<file path="src/rtl/cpu_wb_scoreboard.sv">
// Register-file write-back controller: busy-bit scoreboard with RAW/WAW issue stall and
// round-robin arbitration of the single write port between ALU and load results.
module cpu_wb_scoreboard #(
    parameter logic MORE_REGISTERS = 1'b1
) (
    input  logic        clk,
    input  logic        rst,
    input  logic        issue_valid,
    input  logic [4:0]  issue_rs1,
    input  logic [4:0]  issue_rs2,
    input  logic [4:0]  issue_rd,
    output logic        issue_stall,
    input  logic        alu_valid,
    input  logic [4:0]  alu_rd,
    input  logic [31:0] alu_data,
    output logic        alu_ready,
    input  logic        mem_valid,
    input  logic [4:0]  mem_rd,
    input  logic [31:0] mem_data,
    output logic        mem_ready,
    output logic [4:0]  rf_addr_wr,
    output logic [31:0] rf_data_wr,
    output logic        rf_wr,
    output logic [31:0] busy,
    output logic        sb_err
);

    localparam logic GntAlu = 1'b0;
    localparam logic GntMem = 1'b1;

    // Reduced register file: anything with bit 4 set aliases to x0.
    function automatic logic [4:0] norm(input logic [4:0] a);
        norm = (!MORE_REGISTERS && a[4]) ? 5'd0 : a;
    endfunction

    logic [4:0]  rs1_n, rs2_n, rd_n, alu_rd_n, mem_rd_n;
    logic [31:0] busy_q, busy_d;
    logic        last_grant_q;
    logic [4:0]  rf_addr_wr_q;
    logic [31:0] rf_data_wr_q;
    logic        rf_wr_q;
    logic        sb_err_q;
    logic        issue_go;
    logic        alu_gnt, mem_gnt, any_gnt;
    logic [4:0]  gnt_rd;
    logic [31:0] gnt_data;

    assign rs1_n    = norm(issue_rs1);
    assign rs2_n    = norm(issue_rs2);
    assign rd_n     = norm(issue_rd);
    assign alu_rd_n = norm(alu_rd);
    assign mem_rd_n = norm(mem_rd);

    // Registered state only: a write committing this cycle does not unblock issue yet.
    assign issue_stall = issue_valid & (busy_q[rs1_n] | busy_q[rs2_n] | busy_q[rd_n]);
    assign issue_go    = issue_valid & ~issue_stall & (rd_n != 5'd0);

    assign alu_gnt  = alu_valid & (~mem_valid | (last_grant_q == GntMem));
    assign mem_gnt  = mem_valid & (~alu_valid | (last_grant_q == GntAlu));
    assign any_gnt  = alu_gnt | mem_gnt;
    assign gnt_rd   = mem_gnt ? mem_rd_n : alu_rd_n;
    assign gnt_data = mem_gnt ? mem_data : alu_data;

    assign alu_ready = alu_gnt;
    assign mem_ready = mem_gnt;

    // Clear first so a same-index issue set takes precedence.
    always_comb begin
        busy_d = busy_q;
        if (rf_wr_q) begin
            busy_d[rf_addr_wr_q] = 1'b0;
        end
        if (issue_go) begin
            busy_d[rd_n] = 1'b1;
        end
        busy_d[0] = 1'b0;
    end

    always_ff @(posedge clk) begin
        if (rst) begin
            busy_q       <= '0;
            last_grant_q <= GntAlu;
            rf_addr_wr_q <= '0;
            rf_data_wr_q <= '0;
            rf_wr_q      <= 1'b0;
            sb_err_q     <= 1'b0;
        end else begin
            busy_q  <= busy_d;
            rf_wr_q <= any_gnt & (gnt_rd != 5'd0);
            if (any_gnt) begin
                last_grant_q <= mem_gnt ? GntMem : GntAlu;
                rf_addr_wr_q <= gnt_rd;
                rf_data_wr_q <= gnt_data;
                if ((gnt_rd != 5'd0) && !busy_q[gnt_rd]) begin
                    sb_err_q <= 1'b1;
                end
            end
        end
    end

    assign busy       = busy_q;
    assign rf_addr_wr = rf_addr_wr_q;
    assign rf_data_wr = rf_data_wr_q;
    assign rf_wr      = rf_wr_q;
    assign sb_err     = sb_err_q;

endmodule

</file>
<file path="config.mk">
export PLATFORM = sky130hd
export DESIGN_NAME = cpu_wb_scoreboard
export DESIGN_NICKNAME = d
export VERILOG_FILES = /design/src/rtl/cpu_wb_scoreboard.sv
export SDC_FILE = /design/constraint.sdc
export NUM_CORES = 1
export LEC_CHECK = 0
export CAP_MARGIN = 20
export CORE_AREA = 3 3 93 117
export CTS_BUF_LIST = sky130_fd_sc_hd__clkbuf_4 sky130_fd_sc_hd__clkbuf_8 sky130_fd_sc_hd__clkbuf_16
export CTS_CLUSTER_DIAMETER = 200
export DETAILED_ROUTE_END_ITERATION = 6
export DIE_AREA = 0 0 96 120
export GPL_ROUTABILITY_DRIVEN = 0
export PLACE_DENSITY = 0.89
export RECOVER_POWER = 25
export SLEW_MARGIN = 5
export SYNTH_ARGS = -nofsm -noshare
export SYNTH_HDL_FRONTEND = slang
export SYNTH_SLANG_ARGS = --single-unit
</file>
<file path="constraint.sdc">
create_clock -name clk -period 6.4 [get_ports clk]
set_clock_uncertainty 0.15 [all_clocks]
set_input_delay 0.96 -clock clk [delete_from_list [all_inputs] [get_ports clk]]
set_output_delay 0.96 -clock clk [all_outputs]
set_load 0.03 [all_outputs]
</file>
==> metrics.txt, run 1 <==
Comb pwr share 26.2%; cts repair resizes 0; GR Layer Usage met1 34.0%; Post-CTS Hold Buffers 0; pin count of the biggest net entering global routing 77; Reg clk slew, reported paths 0.06 ns; worst skew pair latency 0.33 ns; Slew @ Worst Pin 0.784 ns; Critical Path Start Type input pin; most used cell, CP clkdlybuf4s50_1; post-CTS setup buffer count 0; Core Region 10000 um^2; Vias/cell 6.32; Multi-input gate area 3270 um^2; final slew viol count 0; clk root buf clkbuf_16; Bufs and invs on worst path 2; met2 Use GR 50.3%; CP Class in2out; worst-path cell chain clkdlybuf4s50_1, mux4_2, mux2i_1, o22ai_1, nor4_2, nand2_1, o21a_1, clkdlybuf4s50_1; WL per Instance 20.8 um; DRC Markers 0; Sink Count 71; drt total wl 17500 um; Layout Nets 804; sw frac 30.6%; I/O pins 168; CTS Buffer Depth 2; Final Hold Violating Endpoints 0; Top Usage Layer GRT met2; Die Wd 96 um; CTS buffer count 9; met3 usage 10.9%; leakage power 2.51 nW; pwr/cell area 186 nW/um^2; cell row count 41; Yosys warnings 0; Post-DP HPWL 12800 um; total number of vias 5324; Initial Util 49.2%; Worst Setup End Kind output pin; Synth Net Count 669; GRT Overall Usage 30.7%; H-tree lvl count 3; final antenna-violating net count 0; layout cell share with drive strength beyond 1 12.7%; Setup TNS 0 ns; flops & latches, synth 71; VDD IR max 170 uV; CP required 5.29 ns; Hold Crit Class reg2reg; Clock power frac 35.2%; GR Overflow Total 0; synth-to-layout area growth 38.8%; global-route wire length before repair 27200 um; setup ws final 0.716 ns; die area 11500 um^2; antenna diode count 0; synth unique cells 53; fin crit share 88.8%; Reg power frac 38.6%; status finished, final reports clean; fin crit period 5.68 ns; max_slew headroom 47.8%; RSZ-0062 raised after global routing false; DR pass1 iterations 5; Netlist Area Pre-Place 4930 um^2; initial antenna violation count 0; Max Clk Rate 176 MHz; register area share after synthesis 28.9%; dpl ws 0.817 ns; fillcell total 798; initial drt markers 398; Synth Area per Inst 8.57 um^2; internal power 0.882 mW; Slowest cell on crit path clkdlybuf4s50_1; # setup viols final 0; CTS tree done; Sequential Area 1420 um^2; Arr. time, crit path 4.57 ns; Die Ht 120 um; switching power 0.389 mW; cells after synthesis 575; Slowest Stage Delay on Critical Path 0.93 ns; vias in the first global route 5324; delay-heaviest family, CP buffers and inverters; Max-Cap Viols 0; CP Max Fanout 17; IO buf count 166
-- layer usage --
layer / share of wire, % / wire (um)
met5: 0 / 0
met4: 5.6 / 975
met3: 12 / 2020
met2: 48 / 8330
met1: 35 / 6180
-- per-stage QoR --
stage	util, %	cell area [um^2]	power (mW)	hold WS (ns)	instances
after floorplan	-	4930	0.689	0.426	575
after global placement	65.6	6560	0.822	0.319	827
after detailed placement	65.6	6560	0.834	0.332	827
after CTS	68.2	6820	1.28	0.342	842
after global routing	68.3	6840	1.32	0.372	843
final	68.3	6840	1.27	0.339	843
-- placed cells by master (no fill, tap or decap), types with 3 or more instances in the layout --
| master | Yosys | routed |
|---|---|---|
| nand3_1 | 9 | 9 |
| and3_1 | 4 | 4 |
| o32ai_1 | 3 | 3 |
| clkdlybuf4s50_1 | 0 | 128 |
| nand4_1 | 5 | 5 |
| inv_1 | 5 | 5 |
| nor4_1 | 31 | 31 |
| buf_4 | 1 | 4 |
| nor2_1 | 77 | 77 |
| a311oi_1 | 3 | 3 |
| nor2b_1 | 17 | 17 |
| o21ai_1 | 9 | 9 |
| a211oi_1 | 5 | 5 |
| mux4_2 | 22 | 22 |
| dlygate4sd3_1 | 0 | 36 |
| clkbuf_16 | 0 | 9 |
| o21ai_0 | 37 | 37 |
| nor3_1 | 10 | 10 |
| nor3b_1 | 39 | 39 |
| nand3b_1 | 20 | 20 |
| nand2b_1 | 7 | 7 |
| or2_2 | 6 | 6 |
| mux2i_1 | 34 | 34 |
| a21oi_1 | 6 | 6 |
| nand2_1 | 46 | 46 |
| clkinv_2 | 0 | 3 |
| mux2_2 | 32 | 32 |
| dfxtp_1 | 71 | 71 |
-- worst register-to-register path, cell delays in order (launching register included) --
cell	delay [ns]
dfxtp_1	0.30
buf_4	0.35
a21bo_1	0.65
inv_2	0.27
mux2i_2	0.56
mux4_2	0.63
a2111oi_4	0.39
a211oi_2	0.05
-- layout make-up --
| cell class | count | area share (%) |
|---|---|---|
| multi-input cells | 451 | 47.8 |
| repair buffers | 171 | 24.8 |
| flip-flops and latches | 71 | 20.8 |
| clock buffers | 9 | 3.29 |
| well taps | 129 | 2.36 |
| clock inverters | 6 | 0.567 |
| inverters | 6 | 0.329 |
-- sequential cells by signal, summed over array words and instances (netlist names) --
| name | count |
|---|---|
| busy | 31 |
| sb_err | 1 |
| rf_data_wr | 32 |
| rf_addr_wr | 5 |
| last_grant_q | 1 |
| rf_wr | 1 |
-- cell usage after synthesis, drive strengths merged --
cell	count	area share, %
nor2	77	5.9
dfxtp	71	29
nand2	46	3.5
o21ai	46	4.7
nor3b	39	5.9
mux2i	35	7.2
mux2	32	7.3
nor4	32	4.2
clkbuf	25	1.9
buf	22	2.4
mux4	22	10
nand3b	20	3.0
nor2b	17	2.2
nor3	10	1.0
nand3	9	0.91
nand2b	7	0.89
a211oi	6	1.0
a21oi	6	0.61
inv	6	0.46
or2	6	0.76
nand4	5	0.64
and3	4	0.51
a2111oi	3	0.91
a311oi	3	0.53
o32ai	3	0.53
a221oi	2	0.36
a22oi	2	0.58
and2	2	0.25
o31ai	2	0.30
or3b	2	0.36
a21bo	1	0.20
a21boi	1	0.15
a22o	1	0.18
a2bb2oi	1	0.30
and3b	1	0.18
conb	1	0.076
o2111a	1	0.23
o211a	1	0.20
o211ai	1	0.15
o21a	1	0.15
o22ai	1	0.13
o41ai	1	0.18
or3	1	0.13
-- logic make-up (layout without fill, tap and decap cells) --
group / count (synthesis) / in the layout / share of synthesized area [%]
simple gates: 278 / 278 / 30.4
other cells: 1 / 1 / 0.0761
flops: 71 / 71 / 28.9
buf+inv: 53 / 192 / 4.75
compound gates: 83 / 83 / 11.4
mux: 89 / 89 / 24.6
-- worst paths after layout --
| path | startpoint | to | slack, ns | cells after the start |
|---|---|---|---|---|
| setup / recovery | issue_rd[1] | issue_stall | 0.72 | 8 |
| hold / removal | rf_data_wr[30]$_SDFFE_PP0P_ | rf_data_wr[30]$_SDFFE_PP0P_ | 0.34 | 2 |
| setup reg to reg | last_grant_q$_SDFFE_PP0P_ | sb_err$_SDFFE_PP0P_ | 2.93 | 7 |
| hold reg to reg | rf_data_wr[30]$_SDFFE_PP0P_ | rf_data_wr[30]$_SDFFE_PP0P_ | 0.34 | 2 |
-- power by group through the flow --
stage          registers [mW]  clock network (mW)  logic, mW
6_report                0.490               0.447      0.333
5_1_grt                 0.492               0.478      0.354
4_1_cts                 0.490               0.456      0.337
3_5_place_dp            0.499                   0      0.335
3_3_place_gp            0.497                   0      0.325
2_1_floorplan           0.536                   0      0.154
(Power assumes the default switching activity.)
==> inputs of run 2 (changes only) <==
--- a/config.mk
+++ b/config.mk
@@ -5,14 +5,15 @@
 export SDC_FILE = /design/constraint.sdc
 export NUM_CORES = 1
 export LEC_CHECK = 0
+export ABC_AREA = 1
 export CAP_MARGIN = 20
-export CORE_AREA = 3 3 93 117
+export CORE_AREA = 2 2 89 113
 export CTS_BUF_LIST = sky130_fd_sc_hd__clkbuf_4 sky130_fd_sc_hd__clkbuf_8 sky130_fd_sc_hd__clkbuf_16
 export CTS_CLUSTER_DIAMETER = 200
 export DETAILED_ROUTE_END_ITERATION = 6
-export DIE_AREA = 0 0 96 120
+export DIE_AREA = 0 0 91 115
 export GPL_ROUTABILITY_DRIVEN = 0
-export PLACE_DENSITY = 0.89
+export PLACE_DENSITY = 0.88
 export RECOVER_POWER = 25
 export SLEW_MARGIN = 5
 export SYNTH_ARGS = -nofsm -noshare
==> metrics.txt, run 2 <==
number of synthesized flops with an enable pin 0 (unchanged); Initial Util 46.8% (was 49.2%); CTS tree done (unchanged); WL per Instance 17.5 um (was 20.8 um); post-CTS setup buffer count 0 (unchanged); # setup viols final 0 (unchanged); fillcell total 837 (was 798); Setup TNS 0 ns (unchanged); Synth top cells by count nand2_1, a21oi_1, inv_1, dfxtp_1, nand3_1 (was nor2_1, dfxtp_1, nand2_1, nor3b_1, o21ai_0); CP Max Fanout 32 (was 17); Hold Crit Class reg2reg (unchanged); Crit. Startpoint issue_rd[0] (was issue_rd[1]); pwr/cell area 206 nW/um^2 (was 186 nW/um^2); IO buf count 166 (unchanged); cells after synthesis 708 (was 575); Reg power frac 37.2% (was 38.6%); fin crit period 5.22 ns (was 5.68 ns); setup ws final 1.18 ns (was 0.716 ns); Max Clk Rate 192 MHz (was 176 MHz); cts repair resizes 0 (unchanged); Core Region 9410 um^2 (was 10000 um^2); final slew viol count 0 (unchanged); die area 10500 um^2 (was 11500 um^2); Die Wd 91 um (was 96 um); switching power 0.388 mW (was 0.389 mW); worst skew pair latency 0.33 ns (about the same); Post-CTS Hold Buffers 0 (unchanged); top-count cell post-synth nand2_1 (was nor2_1); Slowest Stage Delay on Critical Path 0.91 ns (was 0.93 ns); Final Hold Violating Endpoints 0 (unchanged); Cell Area, Placed 6030 um^2 (was 6560 um^2); DR pass1 iterations 7 (was 5); Clock power frac 37.8% (was 35.2%); min-delay src rf_data_wr[26]$_SDFFE_PP0P_ (was rf_data_wr[30]$_SDFFE_PP0P_); leakage power 2.61 nW (was 2.51 nW); Slowest cell on crit path clkdlybuf4s50_1 (unchanged); Reg clk slew, reported paths 0.05 ns (was 0.06 ns); Die Ht 115 um (was 120 um); Max-Cap Viols 0 (unchanged); total number of vias 5730 (was 5324); cell row count 40 (was 41); DRC Markers 0 (unchanged); Netlist Area Pre-Place 4400 um^2 (was 4930 um^2); Vias/cell 5.89 (was 6.32); I/O pins 168 (unchanged); worst-path cell chain clkdlybuf4s50_1, inv_2, nand3_1, nand2_1, nor2_1, nor2_1, nor2_1, nand2_1, nor2_1, nand3_1, nor2_4, nor2_1, clkdlybuf4s50_1 (was clkdlybuf4s50_1, mux4_2, mux2i_1, o22ai_1, nor4_2, nand2_1, o21a_1, clkdlybuf4s50_1); synth unique cells 23 (was 53); FFs w/ async S/R, synth 0% (unchanged); R2R setup slack 3.72 ns (was 2.93 ns); placed insts 958 (was 827); Arr. time, crit path 4.11 ns (was 4.57 ns); vias in the first global route 5178 (was 5324); initial drt markers 880 (was 398); sw frac 29.7% (was 30.6%); drt total wl 17000 um (was 17500 um); layout cell share with drive strength beyond 1 2.83% (was 12.7%); register area share after synthesis 32.3% (was 28.9%); synth-to-layout area growth 44.0% (was 38.8%); CP required 5.29 ns (about the same); Sink Count 71 (unchanged); flops & latches, synth 71 (unchanged); antenna diode count 0 (unchanged); Critical Path Start Type input pin (unchanged); post-route design area 6340 um^2 (was 6840 um^2); H-tree lvl count 3 (unchanged); Comb pwr share 25.0% (was 26.2%); Synth area leader dfxtp_1 (unchanged); RR Endpoint sb_err$_SDFFE_PP0P_ (unchanged); Yosys warnings 0 (unchanged); Critical Path End issue_stall (unchanged); Post-DP HPWL 12500 um (was 12800 um); Synth Area per Inst 6.22 um^2 (was 8.57 um^2); CTS buffer count 9 (unchanged); internal power 0.916 mW (was 0.882 mW); most common cell after layout, fill and taps aside nand2_1 (was clkdlybuf4s50_1); fin crit share 81.5% (was 88.8%); initial antenna violation count 0 (unchanged); RSZ-0062 raised after global routing false (unchanged); CTS Buffer Depth 2 (unchanged); Critical R2R Launch last_grant_q$_SDFFE_PP0P_ (unchanged); Largest register FFs 32 (unchanged); final antenna-violating net count 0 (unchanged); max_slew headroom 23.9% (was 47.8%); clk root buf clkbuf_16 (unchanged); Layout Nets 938 (was 804); GRT Overall Usage 30.9% (was 30.7%); Finished Core Util 67.4% (was 68.3%); non-filler instance count after layout 973 (was 843); status finished, final reports clean (unchanged); VDD IR max 162 uV (was 170 uV); post-synth top area share 32.3% (was 28.9%); GR Overflow Total 0 (unchanged); Slew @ Worst Pin 1.14 ns (was 0.784 ns); pin count of the biggest net entering global routing 64 (was 77); Synth Net Count 802 (was 669); most used cell, CP nor2_1 (was clkdlybuf4s50_1); worst r2r path cells 13 (was 7); global-route wire length before repair 25800 um (was 27200 um); CP Class in2out (unchanged); commonest non-fill, non-tap cells in the layout nand2_1, clkdlybuf4s50_1, inv_1, a21oi_1 (was clkdlybuf4s50_1, nor2_1, dfxtp_1, nand2_1, nor3b_1); dpl ws 1.24 ns (was 0.817 ns); Worst Setup End Kind output pin (unchanged); most common flop cell mapped by yosys dfxtp_1 (unchanged); synth top area cells dfxtp_1, nand2_1, a21oi_1 (was dfxtp_1, mux4_2, mux2_2)
-- run 2: cell types whose count changed after synthesis, moves of 36 or more --
cell     before  now
a21oi_1       6   72
inv_1         5   72
nand2_1      46  185
nand3_1       9   71
nor2_1       77   41
nor3b_1      39    0
-- run 2: power groups by stage --
stage / combinational [mW] / clock (mW) / sequential [mW]
floorplan: 0.144 / 0 / 0.533
global placement: 0.316 / 0 / 0.492
detailed placement: 0.323 / 0 / 0.493
CTS: 0.326 / 0.495 / 0.485
global route: 0.348 / 0.513 / 0.487
finish: 0.326 / 0.494 / 0.485
-- run 2: how the worst min path moves through the flow --
stage,endpoint,cells past startpoint
2_1_floorplan,last_grant_q$_SDFFE_PP0P_,2
3_3_place_gp,sb_err$_SDFFE_PP0P_,2
3_5_place_dp,rf_data_wr[11]$_SDFFE_PP0P_,2
4_1_cts,rf_data_wr[26]$_SDFFE_PP0P_,2
5_1_grt,rf_data_wr[26]$_SDFFE_PP0P_,2
6_report,rf_data_wr[26]$_SDFFE_PP0P_,2
-- run 2: routing by layer --
layer / track usage [%] / share of wire (%) / wire length (um)
met1: 35.3 / 36 / 6050
met3: 6.03 / 11 / 1840
met4: 18.0 / 5.1 / 858
met5: 0 / 0 / 0
met2: 53.8 / 48 / 8240
-- run 2: logic make-up (layout without fill, tap and decap cells) --
| kind of cell | Yosys count | in the layout | share of synthesized area (%) |
|---|---|---|---|
| AO/OA/AOI/OAI | 180 | 180 | 23.8 |
| buffers and inverters | 118 | 257 | 10.8 |
| flip-flops | 71 | 71 | 32.3 |
| other | 1 | 1 | 0.0851 |
| AND/OR/NAND/NOR | 338 | 338 | 33.1 |
-- run 2: layout make-up --
| class | instances | area, um^2 | area share [%] |
|---|---|---|---|
| timing repair buffer | 167 | 1680 | 26.4 |
| clock inverter | 1 | 30.0 | 0.473 |
| multi-input combinational | 519 | 2510 | 39.6 |
| inverter | 76 | 285 | 4.50 |
| sequential | 71 | 1420 | 22.4 |
| clock buffer | 13 | 262 | 4.12 |
| tap | 126 | 158 | 2.49 |
-- run 2: critical path: cells and delay by family --
family        cells  cell delay, ns
buf+inv           3            1.79
simple gates     10            1.34
-- run 2: through the flow --
stage | power, mW | hold WS (ns)
2_1_floorplan | 0.678 | 0.301
6_report | 1.30 | 0.311
5_1_grt | 1.35 | 0.330
3_5_place_dp | 0.817 | 0.308
4_1_cts | 1.31 | 0.315
3_3_place_gp | 0.808 | 0.297
